### src/rtl/xc20xx_lut_cfg_loader.sv
// Serial LUT4 INIT loader: hunts for an F2 preamble, reads a word count, then
// streams parity-protected 16-bit INIT words out as single-cycle write strobes.
module xc20xx_lut_cfg_loader #(
  parameter int NUM_LUTS = 16,
  parameter int ADDR_W   = 4
) (
  input  logic              CLK,
  input  logic              RST_N,
  input  logic              RESTART,
  input  logic              DIN,
  input  logic              DVALID,
  output logic              WE,
  output logic [ADDR_W-1:0] WADDR,
  output logic [15:0]       WDATA,
  output logic              DONE,
  output logic              ERR
);

  typedef enum logic [2:0] {
    ST_HUNT  = 3'd0,
    ST_LEN   = 3'd1,
    ST_DATA  = 3'd2,
    ST_DONE  = 3'd3,
    ST_ERROR = 3'd4
  } state_t;

  localparam logic [7:0] MAX_N = 8'(NUM_LUTS);

  function automatic logic even_parity_ok(input logic [15:0] data, input logic pbit);
    even_parity_ok = ~(^{data, pbit});
  endfunction

  logic [1:0]        r_sync;
  state_t            r_state,   w_state;
  logic [7:0]        r_hunt,    w_hunt;
  logic [7:0]        r_len,     w_len;
  logic [15:0]       r_shift,   w_shift;
  logic [4:0]        r_bitcnt,  w_bitcnt;
  logic [7:0]        r_wordcnt, w_wordcnt;
  logic              r_we,      w_we;
  logic [ADDR_W-1:0] r_waddr,   w_waddr;
  logic [15:0]       r_wdata,   w_wdata;
  logic              r_done,    w_done;
  logic              r_err,     w_err;
  logic              w_accept;
  logic [7:0]        w_hunt_shift;
  logic [7:0]        w_len_shift;

  // Reset release is resynchronised so no bit is taken until two edges later.
  always_ff @(posedge CLK or negedge RST_N) begin
    if (!RST_N) begin
      r_sync <= 2'b00;
    end else begin
      r_sync <= {r_sync[0], 1'b1};
    end
  end

  assign w_accept     = DVALID & r_sync[1];
  assign w_hunt_shift = {r_hunt[6:0], DIN};
  assign w_len_shift  = {r_len[6:0], DIN};

  // Next-state and datapath update.
  always_comb begin
    w_state   = r_state;
    w_hunt    = r_hunt;
    w_len     = r_len;
    w_shift   = r_shift;
    w_bitcnt  = r_bitcnt;
    w_wordcnt = r_wordcnt;
    w_we      = 1'b0;
    w_waddr   = r_waddr;
    w_wdata   = r_wdata;
    if (RESTART) begin
      w_state   = ST_HUNT;
      w_hunt    = 8'h00;
      w_len     = 8'h00;
      w_shift   = 16'h0000;
      w_bitcnt  = 5'd0;
      w_wordcnt = 8'd0;
    end else begin
      case (r_state)
        ST_HUNT: begin
          if (w_accept) begin
            w_hunt = w_hunt_shift;
            if (w_hunt_shift == 8'hF2) begin
              w_state  = ST_LEN;
              w_bitcnt = 5'd0;
            end else begin
              w_state = ST_HUNT;
            end
          end else begin
            w_state = ST_HUNT;
          end
        end
        ST_LEN: begin
          if (w_accept) begin
            w_len    = w_len_shift;
            w_bitcnt = r_bitcnt + 5'd1;
            if (r_bitcnt == 5'd7) begin
              w_bitcnt  = 5'd0;
              w_wordcnt = 8'd0;
              if ((w_len_shift != 8'd0) && (w_len_shift <= MAX_N)) begin
                w_state = ST_DATA;
              end else begin
                w_state = ST_ERROR;
              end
            end else begin
              w_state = ST_LEN;
            end
          end else begin
            w_state = ST_LEN;
          end
        end
        ST_DATA: begin
          // Word count reaching N means the final strobe went out last edge.
          if (r_wordcnt == r_len) begin
            w_state = ST_DONE;
          end else if (w_accept) begin
            if (r_bitcnt == 5'd16) begin
              w_bitcnt = 5'd0;
              if (even_parity_ok(r_shift, DIN)) begin
                w_we      = 1'b1;
                w_waddr   = r_wordcnt[ADDR_W-1:0];
                w_wdata   = r_shift;
                w_wordcnt = r_wordcnt + 8'd1;
              end else begin
                w_state = ST_ERROR;
              end
            end else begin
              w_shift  = {r_shift[14:0], DIN};
              w_bitcnt = r_bitcnt + 5'd1;
            end
          end else begin
            w_state = ST_DATA;
          end
        end
        ST_DONE:  w_state = ST_DONE;
        ST_ERROR: w_state = ST_ERROR;
        default:  w_state = ST_HUNT;
      endcase
    end
    w_done = (w_state == ST_DONE);
    w_err  = (w_state == ST_ERROR);
  end

  // State and output registers.
  always_ff @(posedge CLK or negedge RST_N) begin
    if (!RST_N) begin
      r_state   <= ST_HUNT;
      r_hunt    <= 8'h00;
      r_len     <= 8'h00;
      r_shift   <= 16'h0000;
      r_bitcnt  <= 5'd0;
      r_wordcnt <= 8'd0;
      r_we      <= 1'b0;
      r_waddr   <= '0;
      r_wdata   <= 16'h0000;
      r_done    <= 1'b0;
      r_err     <= 1'b0;
    end else begin
      r_state   <= w_state;
      r_hunt    <= w_hunt;
      r_len     <= w_len;
      r_shift   <= w_shift;
      r_bitcnt  <= w_bitcnt;
      r_wordcnt <= w_wordcnt;
      r_we      <= w_we;
      r_waddr   <= w_waddr;
      r_wdata   <= w_wdata;
      r_done    <= w_done;
      r_err     <= w_err;
    end
  end

  assign WE    = r_we;
  assign WADDR = r_waddr;
  assign WDATA = r_wdata;
  assign DONE  = r_done;
  assign ERR   = r_err;

endmodule

### config.mk
export PLATFORM = sky130hd
export DESIGN_NAME = xc20xx_lut_cfg_loader
export DESIGN_NICKNAME = d
export VERILOG_FILES = /design/src/rtl/xc20xx_lut_cfg_loader.sv
export SDC_FILE = /design/constraint.sdc
export NUM_CORES = 1
export LEC_CHECK = 0
export ABC_CLOCK_PERIOD_IN_PS = 4000
export CAP_MARGIN = 20
export CORE_MARGIN = 5
export CORE_UTILIZATION = 40
export DETAILED_ROUTE_END_ITERATION = 16
export GPL_ROUTABILITY_DRIVEN = 0
export PLACE_DENSITY = 0.64
export SETUP_SLACK_MARGIN = 0.4
export SKIP_LAST_GASP = 1
export SYNTH_ARGS = -nofsm -noshare
export SYNTH_HDL_FRONTEND = slang
export SYNTH_SLANG_ARGS = --single-unit
### constraint.sdc
create_clock -name CLK -period 4 [get_ports CLK]
set_input_delay 0.4 -clock CLK [delete_from_list [all_inputs] [get_ports CLK]]
set_output_delay 0.4 -clock CLK [all_outputs]
set_load 0.01 [all_outputs]
Word level (Yosys, flattened, before mapping)
Cells that the tools add are included.
{"block": "op_classes", "bitwise": 4, "n_lt_le_gt_ge": 1, "reduce_logical": 16, "n_mux": 45, "eq_ne": 20, "addsub": 2}
{"operator": "2-to-1 mux 16 bit", "n": 5}
{"operator": "2-to-1 mux 8 bit", "n": 10}
{"operator": "2-to-1 mux 5 bit", "n": 8}
{"operator": "2-to-1 mux 3 bit", "n": 9}
{"operator": "!= test 3 bit (second input constant)", "n": 8}
{"operator": "2-to-1 mux 7 bit", "n": 3}
{"operator": "parity 17 bit", "n": 1}
{"operator": "one-hot mux 8 bit (2 select lines)", "n": 1}
{"operator": "one-hot mux 3 bit (5 select lines)", "n": 1}
{"operator": "one-hot mux 5 bit (3 select lines)", "n": 1}
{"operator": "AND reduction 6 bit", "n": 2}
{"operator": "== test 3 x 2 -> 1 bit (second input constant)", "n": 3}
{"operator": "adder 8 x 1 -> 8 bit (second input constant)", "n": 1}
{"operator": "== test 8 bit", "n": 1}
{"operator": "== test 8 bit (second input constant)", "n": 1}
{"operator": "less-or-equal comparator 8 x 5 -> 1 bit (second input constant)", "n": 1}
{"operator": "nonzero test 2 bit", "n": 4}
{"operator": "nonzero test 8 bit", "n": 1}
{"operator": "2-to-1 mux 1 bit", "n": 7}
{"operator": "AND reduction 7 bit", "n": 1}
{"operator": "== test 3 bit (second input constant)", "n": 2}
{"operator": "adder 5 x 1 -> 5 bit (second input constant)", "n": 1}
{"operator": "== test 5 x 3 -> 1 bit (second input constant)", "n": 1}
{"operator": "== test 5 bit (second input constant)", "n": 1}
{"operator": "other kinds (10)", "n": 14}
{"block": "word_totals", "out_inout_bits": 23, "register_bits": 72, "wordCells": 100}

Longest topological paths before layout
{"block": "depth", "word_depth": 8, "mapped_depth": 9}

Least setup slack after synthesis
OpenSTA, ideal clock, no wires.
{"block": "synth_path", "kind": "flip-flop to flip-flop", "startpoint": "reg r_state[2]", "endpoint": "reg r_waddr[3] (netlist: WADDR[3])", "setup_ns": 0.125, "path_stages_with_launch": 9, "required_ns": 3.875, "arrival_ns": 2.002, "setup_slack_ns": 1.873, "n_path_buf": 3, "cell_sequence": "dfrtp_1 buf_2 or3b_1 buf_2 or2_2 nor2_1 nand2b_4 buf_6 mux2_4"}
{"block": "synth_via", "elab_chain_len": 2}
{"item": "from (decl)", "line_no": "34", "source": "state_t r_state, w_state;"}
{"item": "from (signal assigned)", "line_no": "161", "source": "r_state <= w_state;"}
{"item": "== test 3 x 2 -> 1 bit", "line_no": "81", "source": "case (r_state)"}
{"item": "AND reduction 6 bit (no source line)"}
{"item": "to (signal assigned)", "line_no": "168", "source": "r_waddr <= w_waddr;"}
{"item": "to (decl)", "line_no": "41", "source": "logic [ADDR_W-1:0] r_waddr, w_waddr;"}
No other way between the ends.
A chain may end at the register's enable or synchronous reset.

Final worst setup path
{"block": "layout_path", "startpoint": "in RESTART", "endpoint": "reg r_wordcnt[0]"}
{"block": "layout_via", "elab_chain_len": 2, "word_cells_on_any_way": 9, "cone_classes": "eq/ne: 6; mux: 1; reduce/logical: 2"}
{"item": "from (decl)", "line_no": "9", "source": "input logic RESTART,"}
{"item": "!= test 3 bit (no source line) / nonzero test 3 bit (equally long branches)"}
{"item": "AND reduction 7 bit (no source line)"}
{"item": "to (signal assigned)", "line_no": "166", "source": "r_wordcnt <= w_wordcnt;"}
{"item": "to (decl)", "line_no": "39", "source": "logic [7:0] r_wordcnt, w_wordcnt;"}
Parallel ways exist; a longest one is shown, timed or not.

==> run metrics <==
maximum fanout encountered on the critical timing path 15; CTS Sinks 72; placed wire-length estimate after detailed placement 4703 microns; WP data required 4.27 ns; die extent in x 105.5 microns; maximum clock rate 0.3683 GHz; area share of fa/ha/maj cells after synthesis 0.01029; post-layout net count 367; htree depth 3; syn nets 342; delay of the slowest critical-path stage 0.84 ns; final clock period utilization by the worst path 0.6787; Final Cell Area 0.004182 sq mm; cells traversed along the worst timing path clkdlybuf4s50_1 > nor2_1 > a31oi_1 > nand2_1 > or4_1 > o21ai_1; Static Leakage 2.020 nW; Buffers on Ports 27; post-CTS setup buffer count 0; clock latency of the later-clocked register in the worst-skew pair 0.35 ns; largest net degree at the start of global routing 39; routed wire length per instance 14.22 microns; area of the core 0.008806 sq mm; Most used DFF post-synth dfrtp_1; xor and xnor fraction of the mapped netlist area 0.06827; setup-violating endpoint count in the final report 0; die boundary height 105.5 microns; CTS tree done; pre-CTS worst setup slack 0.9149 ns; max-slew violation total from the final report 0; largest family of logic cells by synthesized area simple AND/OR/NAND/NOR gates; Starting Density 0.4142; top-level I/O count 28; wirelength, routed 6714 microns; transition time at the pin with the least slew margin 1.026 ns; hold buffer count at cts 0; worst voltage drop across the vdd grid 225.3 uV; number of global-route vias before repair 2362; synthesized flop and latch total 72; most common library cell in the layout ignoring fill and taps dfrtp_1; number of buffers created by CTS 9; clock tree root driver cell clkbuf_8; wire length of the first global-routing pass 11930 microns; unrepaired setup endpoints after global routing no; antenna violations before repair 0; Resized Gates After CTS 0; number of remaining DRC errors 0; max capacitance violation total 0; post-detailed-route count of antenna-violating nets 0; power density cells 325.3 mW/mm^2; sort of element at the end of the critical path register; run status completed; proportion of synthesized area in mux cells 0.1551; shortest clock period the worst path allows after layout 2.715 ns; std cell rows 34; Synth Area in Compound Gates 0.08336; cells after synthesis 334; number of inserted filler cells in the final layout 807; total iterations of the first detailed-routing run 4; commonest cells after routing, fill and taps aside dfrtp_1 (72), nor2_1 (34), mux2i_1 (28); remaining max-slew budget at the tightest pin 0.3138; final-layout setup total negative slack 0 ns; global-route usage over all layers 0.1308; type of the worst min-delay path input pin to async pin; placed cell areas 0.003986 sq mm; warning count from the yosys run 0; Via Count 2407; Final Skew 0.009579 ns; count of non-filler cells in the finished layout 472; Longest Clk Path Bufs 2; layout cells sized above 1 0.1209; path type of the worst setup path input pin to register; die footprint 0.01113 sq mm; post-synthesis cell type count 47; global route overflow 0; Simple-Gate Fraction of Synth Area 0.1557; CP max stage cell clkdlybuf4s50_1; number of placed instances with taps included 456; starting DRC count in detailed routing 120; Post-Syn Area 0.003647 sq mm; portion of the post-synthesis area used by sequential elements 0.4940; Total Power Consumption 1.360 mW; per-cell via count in the routed design 5.100; area growth from synthesis to layout 14.65%; number of antenna repair diodes 0; min setup slack post-route 1.285 ns; utilization after layout 0.4749; arrival time of data at the critical path endpoint 2.99 ns; fraction of registers with async set or reset after synthesis 1.000; Mapped Avg Cell Area 10.92 sq um; category of the worst setup path launch point input pin; WHS 0.1626 ns; clock-pin slew of the registers on the worst-case setup and hold paths 0.08 ns; Post-synth EDFFs 0; Final Hold Viols 0
==> layer usage <==
metal  wire [microns]  global-route usage
met1             3397              0.1819
met2             2909              0.1954
met3              295             0.03178
met4              112             0.05550
met5                0                   0
==> cells in the mapped netlist (all sizes together), types with 2 or more instances <==
cell,number,area share
a211oi,3,0.0089
a21o,2,0.0041
a21oi,12,0.016
a2bb2oi,2,0.0048
a31oi,4,0.0069
and2,2,0.0034
buf,6,0.012
clkbuf,9,0.0093
dfrtp,72,0.49
ha,3,0.010
inv,11,0.011
mux2,19,0.078
mux2i,28,0.077
nand2,26,0.027
nand2b,16,0.030
nand3,7,0.0096
nand4,3,0.0051
nor2,34,0.035
nor3,2,0.0027
nor4,5,0.010
nor4bb,2,0.0055
o211ai,2,0.0041
o21ai,18,0.025
o31ai,3,0.0062
or3,2,0.0034
or3b,3,0.0072
or4,2,0.0041
xnor2,14,0.036
xor2,11,0.026
==> where the power goes <==
group          switching (mW)  internal (mW)
logic                  0.0431         0.0183
registers             0.00432          0.732
clock network           0.273          0.290
total                   0.320           1.04
==> flip-flops by register name, summed over array words and instances (netlist names) <==
name and count:
r_wordcnt 8, WE 1, r_sync 2, r_len 8
r_bitcnt 5, r_state 3, DONE 1, WDATA 16
r_shift 16, ERR 1, WADDR 4, r_hunt 7
==> logic make-up (layout without fill, tap and decap cells) <==
group,Yosys count,in the layout
flip-flops,72,72
AND/OR/NAND/NOR,110,110
AO/OA/AOI/OAI,49,49
buffers and inverters,26,56
other,1,1
XOR/XNOR,26,26
multiplexers,47,47
adder cells (fa/ha/maj),3,3
==> final cells by class <==
cell class	instances	area, sq um	share of cell area
tap	108	135.1	0.03232
timing repair buffer	29	280.3	0.06703
clock inverter	6	67.56	0.01616
inverter	11	41.29	0.009874
sequential	72	1802	0.4309
clock buffer	10	127.6	0.03052
multi-input combinational	236	1728	0.4132
==> path summary, 6_finish.rpt <==
path                            start            to  slack [ns]  cells past startpoint
max in group asynchronous       RST_N   r_bitcnt[0]        2.88                      2
hold / removal                  RST_N    r_shift[6]        0.16                      1
setup reg to reg           r_state[1]  r_wordcnt[1]        1.31                      6
min in group CLK            r_sync[0]     r_sync[1]        0.35                      0
setup / recovery              RESTART  r_wordcnt[0]        1.29                      6
hold reg to reg             r_sync[0]     r_sync[1]        0.35                      0
==> worst max-delay path: cells and delay by family <==
kind,cells,cell delay (ns)
buf+inv,1,0.84
compound gates,2,0.67
simple gates,3,1.07
No activity file was read; power rests on OpenSTA's default activity.
